==> config.mk <==
export PLATFORM = sky130hd
export DESIGN_NAME = fir_tone_source
export DESIGN_NICKNAME = d
export VERILOG_FILES = /design/src/rtl/fir_src_pkg.sv /design/src/rtl/fir_src_sine_rom.sv /design/src/rtl/fir_tone_source.sv
export SDC_FILE = /design/constraint.sdc
export NUM_CORES = 1
export LEC_CHECK = 0
export ABC_CLOCK_PERIOD_IN_PS = 9700
export CAP_MARGIN = 20
export CORE_MARGIN = 1.5
export CORE_UTILIZATION = 66
export DETAILED_ROUTE_END_ITERATION = 10
export DONT_BUFFER_PORTS = 1
export GPL_TIMING_DRIVEN = 0
export PLACE_DENSITY = 0.82
export SETUP_SLACK_MARGIN = 0.3
export SYNTH_ARGS = -nofsm -noshare
export SYNTH_HDL_FRONTEND = slang
export SYNTH_SLANG_ARGS = --single-unit
==> constraint.sdc <==
create_clock -name clk -period 9.7 [get_ports clk]
set_clock_uncertainty 0.15 [all_clocks]
set_input_delay 0.485 -clock clk [delete_from_list [all_inputs] [get_ports clk]]
set_output_delay 0.485 -clock clk [all_outputs]
set_load 0.02 [all_outputs]
==> src/rtl/fir_src_pkg.sv <==
// fir_src_pkg: shared types, constants and dither helpers for the tone source.
// The LFSR/saturation helpers are only referenced when FIR_SRC_DITHER_EN is defined.
package fir_src_pkg;
  typedef enum logic [1:0] {
    IDLE,
    STREAM,
    STOPPING,
    DONE
  } state_t;

  localparam int ROM_AW = 8;
  localparam int SAMPLE_W = 16;
  localparam logic signed [SAMPLE_W-1:0] AMP_MAX = 16'sd32767;
  localparam logic [15:0] LFSR_SEED = 16'hACE1;

  // x^16+x^14+x^13+x^11+1, Fibonacci form shifting toward bit 0
  function automatic logic [15:0] lfsr_step(input logic [15:0] s);
    return {s[0] ^ s[2] ^ s[3] ^ s[5], s[15:1]};
  endfunction

  function automatic logic signed [SAMPLE_W-1:0] sat_add(
    input logic signed [SAMPLE_W-1:0] a,
    input logic [1:0] d
  );
    logic signed [SAMPLE_W:0] s;
    s = {a[SAMPLE_W-1], a} + {{(SAMPLE_W-1){d[1]}}, d};
    if (s > 17'sd32767) return AMP_MAX;
    if (s < -17'sd32768) return -AMP_MAX - 16'sd1;
    return s[SAMPLE_W-1:0];
  endfunction
endpackage

==> src/rtl/fir_src_sine_rom.sv <==
// fir_src_sine_rom: combinational 256-entry full-wave sine lookup, 32767 peak.
// Stored as a 65-entry quarter wave and unfolded by symmetry.
module fir_src_sine_rom
  import fir_src_pkg::*;
(
  input  logic [ROM_AW-1:0]          addr,
  output logic signed [SAMPLE_W-1:0] sample
);
  logic [6:0] idx;
  logic signed [SAMPLE_W-1:0] mag;

  always_comb begin
    idx = addr[6:0];
    // second quarter mirrors the first: 128-k taken mod 128
    if (addr[6:0] > 7'd64) idx = 7'd0 - addr[6:0];
    mag = '0;
    unique case (idx)
      7'd0:  mag = 16'sd0;
      7'd1:  mag = 16'sd804;
      7'd2:  mag = 16'sd1608;
      7'd3:  mag = 16'sd2410;
      7'd4:  mag = 16'sd3212;
      7'd5:  mag = 16'sd4011;
      7'd6:  mag = 16'sd4808;
      7'd7:  mag = 16'sd5602;
      7'd8:  mag = 16'sd6393;
      7'd9:  mag = 16'sd7179;
      7'd10: mag = 16'sd7962;
      7'd11: mag = 16'sd8739;
      7'd12: mag = 16'sd9512;
      7'd13: mag = 16'sd10278;
      7'd14: mag = 16'sd11039;
      7'd15: mag = 16'sd11793;
      7'd16: mag = 16'sd12539;
      7'd17: mag = 16'sd13279;
      7'd18: mag = 16'sd14010;
      7'd19: mag = 16'sd14732;
      7'd20: mag = 16'sd15446;
      7'd21: mag = 16'sd16151;
      7'd22: mag = 16'sd16846;
      7'd23: mag = 16'sd17530;
      7'd24: mag = 16'sd18204;
      7'd25: mag = 16'sd18868;
      7'd26: mag = 16'sd19519;
      7'd27: mag = 16'sd20159;
      7'd28: mag = 16'sd20787;
      7'd29: mag = 16'sd21403;
      7'd30: mag = 16'sd22005;
      7'd31: mag = 16'sd22594;
      7'd32: mag = 16'sd23170;
      7'd33: mag = 16'sd23731;
      7'd34: mag = 16'sd24279;
      7'd35: mag = 16'sd24811;
      7'd36: mag = 16'sd25329;
      7'd37: mag = 16'sd25832;
      7'd38: mag = 16'sd26319;
      7'd39: mag = 16'sd26790;
      7'd40: mag = 16'sd27245;
      7'd41: mag = 16'sd27683;
      7'd42: mag = 16'sd28105;
      7'd43: mag = 16'sd28510;
      7'd44: mag = 16'sd28898;
      7'd45: mag = 16'sd29268;
      7'd46: mag = 16'sd29621;
      7'd47: mag = 16'sd29956;
      7'd48: mag = 16'sd30273;
      7'd49: mag = 16'sd30571;
      7'd50: mag = 16'sd30852;
      7'd51: mag = 16'sd31113;
      7'd52: mag = 16'sd31356;
      7'd53: mag = 16'sd31580;
      7'd54: mag = 16'sd31785;
      7'd55: mag = 16'sd31971;
      7'd56: mag = 16'sd32137;
      7'd57: mag = 16'sd32285;
      7'd58: mag = 16'sd32412;
      7'd59: mag = 16'sd32521;
      7'd60: mag = 16'sd32609;
      7'd61: mag = 16'sd32678;
      7'd62: mag = 16'sd32728;
      7'd63: mag = 16'sd32757;
      7'd64: mag = 16'sd32767;
      default: mag = '0;
    endcase
    sample = addr[7] ? -mag : mag;
  end
endmodule

==> src/rtl/fir_tone_source.sv <==
// fir_tone_source: framed DDS sine AXI-Stream master feeding the FIR slave port.
// Define FIR_SRC_DITHER_EN to add 2-bit LFSR dither with saturation.
module fir_tone_source
  import fir_src_pkg::*;
#(
  parameter int FRAME_LEN = 256,
  parameter int PHASE_W   = 24
) (
  input  logic                       clk,
  input  logic                       reset,
  input  logic [PHASE_W-1:0]         cfg_phase_inc,
  input  logic [15:0]                cfg_num_frames,
  input  logic [1:0]                 cfg_shift,
  input  logic                       cfg_start,
  input  logic                       cfg_stop,
  output logic signed [SAMPLE_W-1:0] m_axis_tdata,
  output logic [3:0]                 m_axis_tkeep,
  output logic                       m_axis_tlast,
  output logic                       m_axis_tvalid,
  input  logic                       m_axis_tready,
  output logic                       busy,
  output logic                       done
);
  localparam int BW = $clog2(FRAME_LEN);
  localparam logic [BW-1:0] LAST_BEAT = BW'(FRAME_LEN - 1);

  state_t state;
  logic [PHASE_W-1:0] phase, inc_q, phase_nx;
  logic [15:0] nframes_q, frame_cnt;
  logic [1:0] shift_q, shift_nx;
  logic [BW-1:0] beat_cnt, beat_nx;
  logic signed [SAMPLE_W-1:0] rom_val, base, sample_nx;
  logic idle, hs, last_beat, final_frame;

  assign m_axis_tkeep = 4'hF;
  assign idle = state == IDLE;
  assign hs = m_axis_tvalid && m_axis_tready;
  assign last_beat = beat_cnt == LAST_BEAT;
  // a stop arriving with the tlast handshake closes that same frame
  assign final_frame = (state == STOPPING) || cfg_stop ||
    (nframes_q != 16'd0 && frame_cnt == nframes_q - 16'd1);

  assign phase_nx = idle ? '0 : phase + inc_q;
  assign shift_nx = idle ? cfg_shift : shift_q;
  assign beat_nx = last_beat ? '0 : beat_cnt + BW'(1);

  fir_src_sine_rom u_rom (
    .addr  (phase_nx[PHASE_W-1 -: ROM_AW]),
    .sample(rom_val)
  );

  assign base = rom_val >>> shift_nx;

`ifdef FIR_SRC_DITHER_EN
  logic [15:0] lfsr, lfsr_nx;
  assign lfsr_nx = idle ? LFSR_SEED : lfsr_step(lfsr);
  assign sample_nx = sat_add(base, lfsr_nx[1:0]);

  always_ff @(posedge clk) begin
    if (!reset) lfsr <= LFSR_SEED;
    else if ((idle && cfg_start) || hs) lfsr <= lfsr_nx;
  end
`else
  assign sample_nx = base;
`endif

  always_ff @(posedge clk) begin
    if (!reset) begin
      state         <= IDLE;
      phase         <= '0;
      inc_q         <= '0;
      nframes_q     <= '0;
      shift_q       <= '0;
      beat_cnt      <= '0;
      frame_cnt     <= '0;
      m_axis_tdata  <= '0;
      m_axis_tlast  <= 1'b0;
      m_axis_tvalid <= 1'b0;
      busy          <= 1'b0;
      done          <= 1'b0;
    end else begin
      done <= 1'b0;
      unique case (state)
        IDLE: begin
          if (cfg_start) begin
            inc_q         <= cfg_phase_inc;
            nframes_q     <= cfg_num_frames;
            shift_q       <= cfg_shift;
            phase         <= '0;
            beat_cnt      <= '0;
            frame_cnt     <= '0;
            m_axis_tdata  <= sample_nx;
            m_axis_tlast  <= 1'b0;
            m_axis_tvalid <= 1'b1;
            busy          <= 1'b1;
            state         <= STREAM;
          end
        end
        STREAM, STOPPING: begin
          if (state == STREAM && cfg_stop) state <= STOPPING;
          if (hs) begin
            if (last_beat && final_frame) begin
              m_axis_tvalid <= 1'b0;
              m_axis_tlast  <= 1'b0;
              busy          <= 1'b0;
              done          <= 1'b1;
              state         <= DONE;
            end else begin
              phase        <= phase_nx;
              beat_cnt     <= beat_nx;
              m_axis_tdata <= sample_nx;
              m_axis_tlast <= beat_nx == LAST_BEAT;
              if (last_beat) frame_cnt <= frame_cnt + 16'd1;
            end
          end
        end
        DONE: state <= IDLE;
        default: state <= IDLE;
      endcase
    end
  end
endmodule

==> results.ini <==
[setup_path]
startpoint_type=flip-flop
cp_max_fo=13
worst_path_max_delay_cell=o41ai_4
cp.arrival_ns=8.93
critPathTopFamily=simple AND/OR/NAND/NOR gates
cp_num_buf_inv=6
reg2reg_slack_ns=0.90
end_kind=flip-flop
critPathRequiredTime_ns=9.83
r2r_cells=33
r2r-end=m_axis_tdata[10]
worstReg2RegStart=inc_q[0]
cp_num_cells=33
cp-startpoint=inc_q[0]
cpMostUsedCell=ha_1
slowest_delay_ns=0.67
crit_end=m_axis_tdata[10]
setup.worst_path.class=flip-flop to flip-flop

[clock_network]
root_buffer=clkbuf_16
cts_tree=done
clkTransAtPathRegs_ns=0.08
clk_latency_ns=0.37
clock_path_buffers=2
postCtsSetupBuffers=0
cts_buffers=9
cts_num_sinks=111
htreeDepth=3

[cells_and_area]
multi_input_area_mm2=0.00678
nets=1391
area_growth_syn_to_layout_pct=5.87
fillers=1146
drive_above_1_share_pct=8.88
fin_cells=1486
seq_area_mm2=0.00222
diodes=0

[timing]
finalSetupViolations=0
tightest_slew_ns=0.930
finalHoldViolCount=0
fmax_mhz=114
max-slew-margin-rel_pct=37.1
fin_ws_ns=0.897
fin_tns_setup_ns=0
finalCriticalPeriod_ns=8.80
finalCritPeriodShare_pct=90.8
drv_slew=0
whs_ns=0.0949
rsz0062_at_grt=false

[floorplan]
die_h_um=123
rows=43
die_area_mm2=0.0152
floorplan.initialDensity_pct=68.2
io_pins=71
core-area_mm2=0.0140
die_w_um=123

[yosys]
syn_area_mm2=0.00957
synth.distinct_cells=115
netlist.top_cell.by_area=dfxtp_1
seq_area_frac_synth_pct=23.2
ys.warnings.count=0
avgSynthCellArea_um2=7.44
synthArstFlopShare_pct=0
ys_seq_elements=111
synth_ff_type=dfxtp_1
synth_area_leaders=dfxtp_1 23%, nand2_1 7.5%, a21oi_1 7.3%, ha_1 5.5%, nor2_1 4.2%
synth_cells=1287
synth_edf_count=0
synth_top_area_share_pct=23.2

[outcome]
run_status=complete, no violations

[routing]
drt_iter0_drc=1043
ant_nets=0
drcViolationCount=0
vias_per_cell=6.80
first_pass_iters=5
num_vias=10100
wire_per_inst_um=20.1
drt-total-wl_um=29900

[global_routing]
grt.total_usage_pct=39.2
grt.overflow.total=0
grt_pass1_vias=9243
antenna_found_initial=0
grt_first_pass_wirelength_um=46900
grt_max_degree=20

[placed_design]
dpl_worst_slack_ns=0.938
portBuffers=0
dp.cells=1470
dp_hpwl_um=22300
routabilityCongestion=1.01

[power_and_ir_drop]
p_per_area_mw_per_mm2=158
total_leakage_power_nw=3.71
ir_worst_vdd_v=0.0000988
power.total_mw=1.60

[run]
maxCapViolations=0

[hold_path]
min_path_type=input port to flip-flop

==> cell usage in the layout, fill, tap and decap left out, types with 19 or more instances in the layout <==
cell type,n
nand2_1,192
ha_1,42
a21oi_1,140
inv_1,23
nor2_1,108
nor3_1,26
or3_1,19
o211ai_1,22
xor2_1,27
o21ai_0,65
xnor2_1,39
dfxtp_1,111
nand3_1,58
clkbuf_1,51
==> worst reg2reg max path: cells and delay by family, from the launching register on <==
kind,cells,cell delay (ns)
compound gates,8,2.11
xor+xnor,1,0.29
fa+ha+maj,5,1.63
buf+inv,6,1.17
flops,1,0.35
mux,2,0.59
simple gates,11,2.43
==> worst min-delay path by stage <==
stage / start / endpoint / cells past startpoint
final: cfg_shift[1] / shift_q[1] / 2
after global routing: cfg_num_frames[11] / nframes_q[11] / 2
after CTS: cfg_shift[1] / shift_q[1] / 2
after detailed placement: phase[8] / phase[8] / 2
after global placement: phase[0] / phase[0] / 2
after floorplan: phase[0] / phase[0] / 2
==> final cells by class <==
cell class              count  area share (%)
inverters                  27            1.02
plain buffers              94            4.80
multi-input cells        1058            66.9
clock inverters             6           0.766
clock buffers              10            2.36
flip-flops and latches    111            21.9
well taps                 180            2.22
==> metal layers <==
layer | share of wire (%) | global-route usage, %
met5 | 0 | 0
met3 | 9.8 | 9.36
met2 | 46 | 64.0
met4 | 5.5 | 21.0
met1 | 39 | 47.6
==> kinds of logic (layout without fill, tap and decap cells) <==
family                     after synthesis  in the layout  share of synthesized area, %
AOI/OAI and AO/OA                      406            406                          30.0
xor gates and xnor gates                68             68                          6.38
adders and majority gates               43             43                          5.70
buffers and inverters                  121            137                          6.17
DFF                                    111            111                          23.2
muxes                                   28             28                          3.08
other                                    1              4                        0.0392
and+or+nand+nor                        509            509                          25.4
==> where the power goes <==
group / internal, mW / switching (mW) / total (mW)
Combinational: 0.227 / 0.444 / 0.671
Clock: 0.212 / 0.185 / 0.397
Sequential: 0.487 / 0.0408 / 0.528
Total: 0.927 / 0.670 / 1.60
==> repair_timing <==
| action | CTS | global route |
|---|---|---|
| endpoints found under the hold margin | 0 | 0 |
| endpoints found under the setup margin | 0 | 2 |
| gates resized for setup | 0 | 1 |
| hold buffers | 0 | 0 |
==> synthesized netlist by cell type (14+ instances only) <==
| cell type | n |
|---|---|
| nand2_1 | 192 |
| a21oi_1 | 140 |
| dfxtp_1 | 111 |
| nor2_1 | 108 |
| o21ai_0 | 65 |
| nand3_1 | 58 |
| clkbuf_1 | 51 |
| ha_1 | 42 |
| xnor2_1 | 39 |
| xor2_1 | 27 |
| nor3_1 | 26 |
| inv_1 | 23 |
| o211ai_1 | 22 |
| or3_1 | 19 |
| mux2i_1 | 18 |
| and3_1 | 17 |
| nand4_1 | 17 |
| a31oi_1 | 15 |
| buf_4 | 14 |
==> metrics by stage <==
| stage | area [µm²] | utilization [%] |
|---|---|---|
| after floorplan | 9580 | - |
| after global placement | 9810 | 69.8 |
| after detailed placement | 9810 | 69.8 |
| after CTS | 10100 | 72.1 |
| after global routing | 10100 | 72.2 |
| final | 10100 | 72.2 |
==> state kept, by name, summed over array words and instances (netlist names) <==
signal / flops
inc_q: 24
phase: 24
frame_cnt: 16
m_axis_tdata: 16
nframes_q: 16
beat_cnt: 8
shift_q: 2
state: 2
busy: 1
done: 1
m_axis_tlast: 1
(Power assumes the default switching activity.)
